$ cat config.mk
export PLATFORM = sky130hd
export DESIGN_NAME = frame_receive_controller
export DESIGN_NICKNAME = d
export VERILOG_FILES = /design/src/rtl/frame_receive_controller_pkg.sv /design/src/rtl/falling_edge_detect.sv /design/src/rtl/frame_receive_controller.sv
export SDC_FILE = /design/constraint.sdc
export NUM_CORES = 1
export LEC_CHECK = 0
export ABC_AREA = 1
export CAP_MARGIN = 25
export CELL_PAD_IN_SITES_DETAIL_PLACEMENT = 1
export CELL_PAD_IN_SITES_GLOBAL_PLACEMENT = 2
export CORE_ASPECT_RATIO = 1.25
export CORE_MARGIN = 2
export CORE_UTILIZATION = 33
export CTS_CLUSTER_SIZE = 28
export DETAILED_ROUTE_END_ITERATION = 10
export PLACE_DENSITY = 0.83
export SYNTH_ARGS = -nofsm -noshare
export SYNTH_HDL_FRONTEND = slang
export SYNTH_SLANG_ARGS = --single-unit
$ cat constraint.sdc
create_clock -name FCLK -period 1.9 [get_ports FCLK]
set_input_delay 0.38 -clock FCLK [delete_from_list [all_inputs] [get_ports FCLK]]
set_output_delay 0.38 -clock FCLK [all_outputs]
set_load 0.02 [all_outputs]
$ cat src/rtl/frame_receive_controller_pkg.sv
// Shared constants, FSM state encodings and the parity helper for the
// serial frame receiver.
package frame_receive_controller_pkg;

  localparam int FRAME_BITS_DEFAULT = 11;
  localparam int DATA_BITS          = 8;
  localparam int TIMEOUT_DEFAULT    = 50000;

  typedef logic [1:0] state_t;

  localparam state_t ST_IDLE  = 2'd0;
  localparam state_t ST_RECV  = 2'd1;
  localparam state_t ST_CHECK = 2'd2;

  // Data plus parity bit must carry an odd number of ones.
  function automatic logic odd_parity_ok(input logic [DATA_BITS:0] data_par);
    return ^data_par;
  endfunction

endpackage

$ cat src/rtl/falling_edge_detect.sv
// Keeps the previous SYNC_CLK level and flags a high-to-low transition in
// the same cycle the low level is first seen.
module falling_edge_detect (
  input  logic i_clk,
  input  logic i_rst_n,
  input  logic i_sync_clk,
  output logic o_fall
);

  logic r_prev;

  // History register; resets high so a low line after reset reads as a fall.
  always_ff @(posedge i_clk or negedge i_rst_n) begin
    if (!i_rst_n) begin
      r_prev <= 1'b1;
    end else begin
      r_prev <= i_sync_clk;
    end
  end

  assign o_fall = r_prev & ~i_sync_clk;

endmodule

$ cat src/rtl/frame_receive_controller.sv
// Receives start/8 data/odd parity/stop frames clocked by SYNC_CLK falling
// edges, validates them and hands the byte to a consumer with ACK handshake.
module frame_receive_controller
  import frame_receive_controller_pkg::*;
#(
  parameter int TIMEOUT_CYCLES = TIMEOUT_DEFAULT,
  parameter int FRAME_BITS     = FRAME_BITS_DEFAULT
) (
  input  logic       FCLK,
  input  logic       RESET_N,
  input  logic       SYNC_CLK,
  input  logic       SYNC_DATA,
  input  logic       ACK,
  output logic [7:0] SCAN_CODE,
  output logic       CODE_VALID,
  output logic       PARITY_ERROR,
  output logic       FRAME_ERROR,
  output logic       OVERRUN,
  output logic [3:0] BIT_COUNT,
  output logic       BUSY
);

  localparam int                 TW        = $clog2(TIMEOUT_CYCLES + 1);
  localparam logic [TW-1:0]      TO_MAX    = TW'(TIMEOUT_CYCLES);
  localparam logic [TW-1:0]      TO_ONE    = TW'(1);
  localparam logic [TW-1:0]      TO_ZERO   = TW'(0);
  localparam logic [3:0]         BITS_MAX  = 4'(FRAME_BITS);
  localparam logic [FRAME_BITS-2:0] FRAME_ZERO = {(FRAME_BITS-1){1'b0}};

  state_t                  r_state;
  logic [3:0]              r_bit_count;
  logic [TW-1:0]           r_timeout;
  // Start bit is not stored: holds data LSB-first, then parity, then stop.
  logic [FRAME_BITS-2:0]   r_frame;
  logic [DATA_BITS-1:0]    r_scan_code;
  logic                    r_code_valid;
  logic                    r_parity_error;
  logic                    r_frame_error;
  logic                    r_overrun;

  logic                    w_fall;
  logic                    w_frame_done;
  logic                    w_timeout;
  logic                    w_check;
  logic                    w_stop_ok;
  logic                    w_parity_ok;
  logic                    w_accept;
  logic [DATA_BITS-1:0]    w_data;

  falling_edge_detect u_fall (
    .i_clk      (FCLK),
    .i_rst_n    (RESET_N),
    .i_sync_clk (SYNC_CLK),
    .o_fall     (w_fall)
  );

  assign w_frame_done = (r_bit_count == BITS_MAX);
  assign w_timeout    = (r_state == ST_RECV) & ~w_frame_done & ~w_fall & (r_timeout == TO_MAX);
  assign w_check      = (r_state == ST_CHECK);
  assign w_data       = r_frame[DATA_BITS-1:0];
  assign w_stop_ok    = r_frame[FRAME_BITS-2];
  assign w_parity_ok  = odd_parity_ok(r_frame[DATA_BITS:0]);
  assign w_accept     = w_check & w_stop_ok & w_parity_ok;

  // Frame sequencing: bit shifting, bit count and inter-edge timeout.
  always_ff @(posedge FCLK or negedge RESET_N) begin
    if (!RESET_N) begin
      r_state     <= ST_IDLE;
      r_bit_count <= 4'd0;
      r_timeout   <= TO_ZERO;
      r_frame     <= FRAME_ZERO;
    end else begin
      case (r_state)
        ST_IDLE: begin
          r_timeout <= TO_ZERO;
          if (w_fall && !SYNC_DATA) begin
            r_state     <= ST_RECV;
            r_bit_count <= 4'd1;
          end
        end
        ST_RECV: begin
          if (w_frame_done) begin
            r_state   <= ST_CHECK;
            r_timeout <= TO_ZERO;
          end else if (w_fall) begin
            r_frame     <= {SYNC_DATA, r_frame[FRAME_BITS-2:1]};
            r_bit_count <= r_bit_count + 4'd1;
            r_timeout   <= TO_ZERO;
          end else if (w_timeout) begin
            r_state     <= ST_IDLE;
            r_bit_count <= 4'd0;
            r_timeout   <= TO_ZERO;
          end else begin
            r_timeout <= r_timeout + TO_ONE;
          end
        end
        ST_CHECK: begin
          r_state     <= ST_IDLE;
          r_bit_count <= 4'd0;
        end
        default: begin
          r_state     <= ST_IDLE;
          r_bit_count <= 4'd0;
          r_timeout   <= TO_ZERO;
        end
      endcase
    end
  end

  // Consumer-facing byte register, handshake and error pulses.
  always_ff @(posedge FCLK or negedge RESET_N) begin
    if (!RESET_N) begin
      r_scan_code    <= 8'h00;
      r_code_valid   <= 1'b0;
      r_parity_error <= 1'b0;
      r_frame_error  <= 1'b0;
      r_overrun      <= 1'b0;
    end else begin
      r_parity_error <= w_check & w_stop_ok & ~w_parity_ok;
      r_frame_error  <= (w_check & ~w_stop_ok) | w_timeout;
      if (w_accept) begin
        if (r_code_valid && !ACK) begin
          r_overrun <= 1'b1;
        end else begin
          r_scan_code  <= w_data;
          r_code_valid <= 1'b1;
          r_overrun    <= 1'b0;
        end
      end else if (ACK && r_code_valid) begin
        r_code_valid <= 1'b0;
        r_overrun    <= 1'b0;
      end
    end
  end

  assign SCAN_CODE    = r_scan_code;
  assign CODE_VALID   = r_code_valid;
  assign PARITY_ERROR = r_parity_error;
  assign FRAME_ERROR  = r_frame_error;
  assign OVERRUN      = r_overrun;
  assign BIT_COUNT    = r_bit_count;
  assign BUSY         = (r_state != ST_IDLE);

endmodule

==> results.cfg <==
[outcome]
outcome = finished, final reports clean

[clocking]
clk_path_buf_depth = 2
clk_latency_ns = 0.30
post_cts_buffers = 0
path_clk_slew_ns = 0.09
hold_buffers = 0
clockRootBuffer = clkbuf_8
cts_sinks = 45
ctsResizeCount = 1
cts_buffers = 5
cts_tree = yes
htree_levels = 2

[critical_path]
cp_slowest_cell = clkdlybuf4s50_1
path_cells = buf_4 > clkdlybuf4s50_1
critPathKind = register to output port
crit_arrival_ns = 1.40
start_kind = register
critPathTopFamily = buffers and inverters
path_buf_inv = 2
end_kind = output port
cp_slowest_stage_delay_ns = 0.60
worstPathMaxFanout = 4
critical_path_required_ns = 1.52

[global_routing]
antenna_found_initial = 0
grt_pass1_wl_um = 9840
grt.total_usage_pct = 16.0
grt_pass1_vias = 2125
overflow = 0
grt_start_max_net_pins = 27

[detailed_routing]
drt-wirelength-per-cell_um = 13.2
drt_iter0_markers = 34
dr_total_vias = 2019
via_per_inst = 4.75
drc = 0
ant_nets = 0
first_pass_iters = 4
drt_wl_total_um = 5600

[timing]
slew_headroom_pct = 67.4
max_slew.worst_pin.slew_ns = 0.490
slew_viol_final = 0
setup_viol = 0
max_freq_ghz = 0.562
skew_ns = 0.00595
hold_viol = 0
rsz0062_at_grt = no
min_period_ns = 1.78
timing.final.crit_share_pct = 93.7
finalSetupTns_ns = 0

[floorplanning]
die_w_um = 79.2
core_area_um2 = 6890
start_util_pct = 33.9
io_pins = 22
die_h_um = 98.0
die-area_um2 = 7770
num_rows = 34

[finish]
utilization_pct = 41.0
drive_gt1_share_pct = 11.6
final_cell_area_um2 = 2830
nets = 342
layout_common_cells = 85 x nand2_1, 44 x dfrtp_1, 36 x inv_1, 31 x nand3_1, 25 x nor2_1
area_delta_synth_final_pct = 21.2
final_common_cell = nand2_1
diodes = 0

[power_and_ir_drop]
power_mw = 2.91
power_density_nw_per_um2 = 1030
leakage_nw = 1.39
peakVddDrop_v = 0.000470

[worst_hold_path]
hold_path_class = input port to asynchronous set/reset pin

[job]
cap_violations = 0

[placement]
hpwl_um = 4350
portBuffers = 21
place.gp.congestion = 0.776
place_area_um2 = 2710

[synth]
syn_inst = 301
synth_nets = 309
synth.avg_cell_area_um2 = 7.76
synth-seq-cells = 45
mappedNetlistArea_um2 = 2330
ys_seq_area_share_pct = 48.3
synth.distinct_cells = 29
synth_warnings = 0
state kept, by name, indices dropped and copies added, names as in the netlist:
| signal | count |
|---|---|
| SCAN_CODE | 8 |
| r_state | 2 |
| BIT_COUNT | 4 |
| r_timeout | 16 |
| u_fall.r_prev | 1 |
| OVERRUN | 1 |
| r_frame | 10 |
| FRAME_ERROR | 1 |
| PARITY_ERROR | 1 |
| CODE_VALID | 1 |
cells in the mapped netlist:
cell type | number | area share [%]
clkbuf_1 | 2 | 0.32
dfrtp_1 | 44 | 47
inv_2 | 6 | 0.96
dfstp_2 | 1 | 1.1
nor2_4 | 1 | 0.48
a31oi_1 | 2 | 0.54
nand4_1 | 3 | 0.80
nor3_4 | 1 | 0.70
a21oi_1 | 12 | 2.6
nand2_4 | 1 | 0.48
o21ai_0 | 12 | 2.6
clkinv_1 | 1 | 0.16
nand2_1 | 85 | 14
nor3_2 | 1 | 0.43
nor3_1 | 5 | 1.1
o21ai_1 | 9 | 1.9
nand2_2 | 5 | 1.3
nor3b_1 | 1 | 0.32
nor2_2 | 4 | 1.1
nand3_2 | 1 | 0.43
nand4_2 | 1 | 0.54
and3_1 | 1 | 0.27
xor2_1 | 5 | 1.9
o22ai_1 | 1 | 0.27
ha_1 | 3 | 1.6
nor2_1 | 25 | 4.0
nand3_1 | 31 | 6.6
inv_1 | 36 | 5.8
nor2_8 | 1 | 0.86
power by group:
| group | internal, mW | total, mW | switching (mW) |
|---|---|---|---|
| clock | 0.428 | 0.773 | 0.345 |
| combinational | 0.309 | 0.877 | 0.568 |
| sequential | 1.09 | 1.26 | 0.165 |
per-stage QoR:
| stage | hold slack, ns | setup slack [ns] | std cells |
|---|---|---|---|
| final | 0.0232 | 0.119 | 425 |
| after global routing | 0.0493 | 0.0637 | 425 |
| after CTS | 0.0437 | 0.101 | 425 |
| after detailed placement | 0.381 | 0.0304 | 417 |
| after global placement | 0.374 | 0.116 | 417 |
| after floorplan | 0.0844 | 0.349 | 301 |
kinds of logic (layout without fill, tap and decap cells):
| kind of cell | after synthesis | count (layout) | share of synthesized area, % |
|---|---|---|---|
| XOR/XNOR | 5 | 5 | 1.88 |
| AND/OR/NAND/NOR | 167 | 167 | 33.1 |
| AO/OA/AOI/OAI | 36 | 36 | 7.88 |
| adder cells (fa/ha/maj) | 3 | 3 | 1.61 |
| buffers and inverters | 45 | 79 | 7.23 |
| flip-flops | 45 | 45 | 48.3 |
per-layer routing:
layer | global-route usage (%) | routed length [µm] | vias up
met2 | 29.3 | 3020 | 19
li1 | - | - | 1017
met5 | 0 | 0 | -
met3 | 2.59 | 126 | 6
met4 | 4.77 | 75 | 0
met1 | 19.0 | 2380 | 977
worst paths after layout:
check	start	to	slack, ns	cells after the start
setup / recovery	BIT_COUNT[0]$_DFFE_PN0P_	BIT_COUNT[0]	0.12	2
hold reg to reg	SCAN_CODE[5]$_DFFE_PN0P_	SCAN_CODE[5]$_DFFE_PN0P_	0.48	2
hold / removal	RESET_N	OVERRUN$_DFFE_PN0P_	0.02	1
max in group asynchronous	RESET_N	r_frame[9]$_DFFE_PN0P_	1.37	2
min in group FCLK	SCAN_CODE[5]$_DFFE_PN0P_	SCAN_CODE[5]$_DFFE_PN0P_	0.48	2
setup reg to reg	r_timeout[0]$_DFFE_PN0P_	r_timeout[12]$_DFFE_PN0P_	0.28	8
area by class of cell:
type | count | area, µm²
Clock buffer | 6 | 82.6
Fill cell | 870 | 4060
Inverter | 43 | 161
Tap cell | 90 | 113
Timing Repair Buffer | 28 | 269
Sequential cell | 45 | 1130
Clock inverter | 2 | 37.5
Multi-Input combinational cell | 211 | 1040
Power figures use the tool's default switching activity.
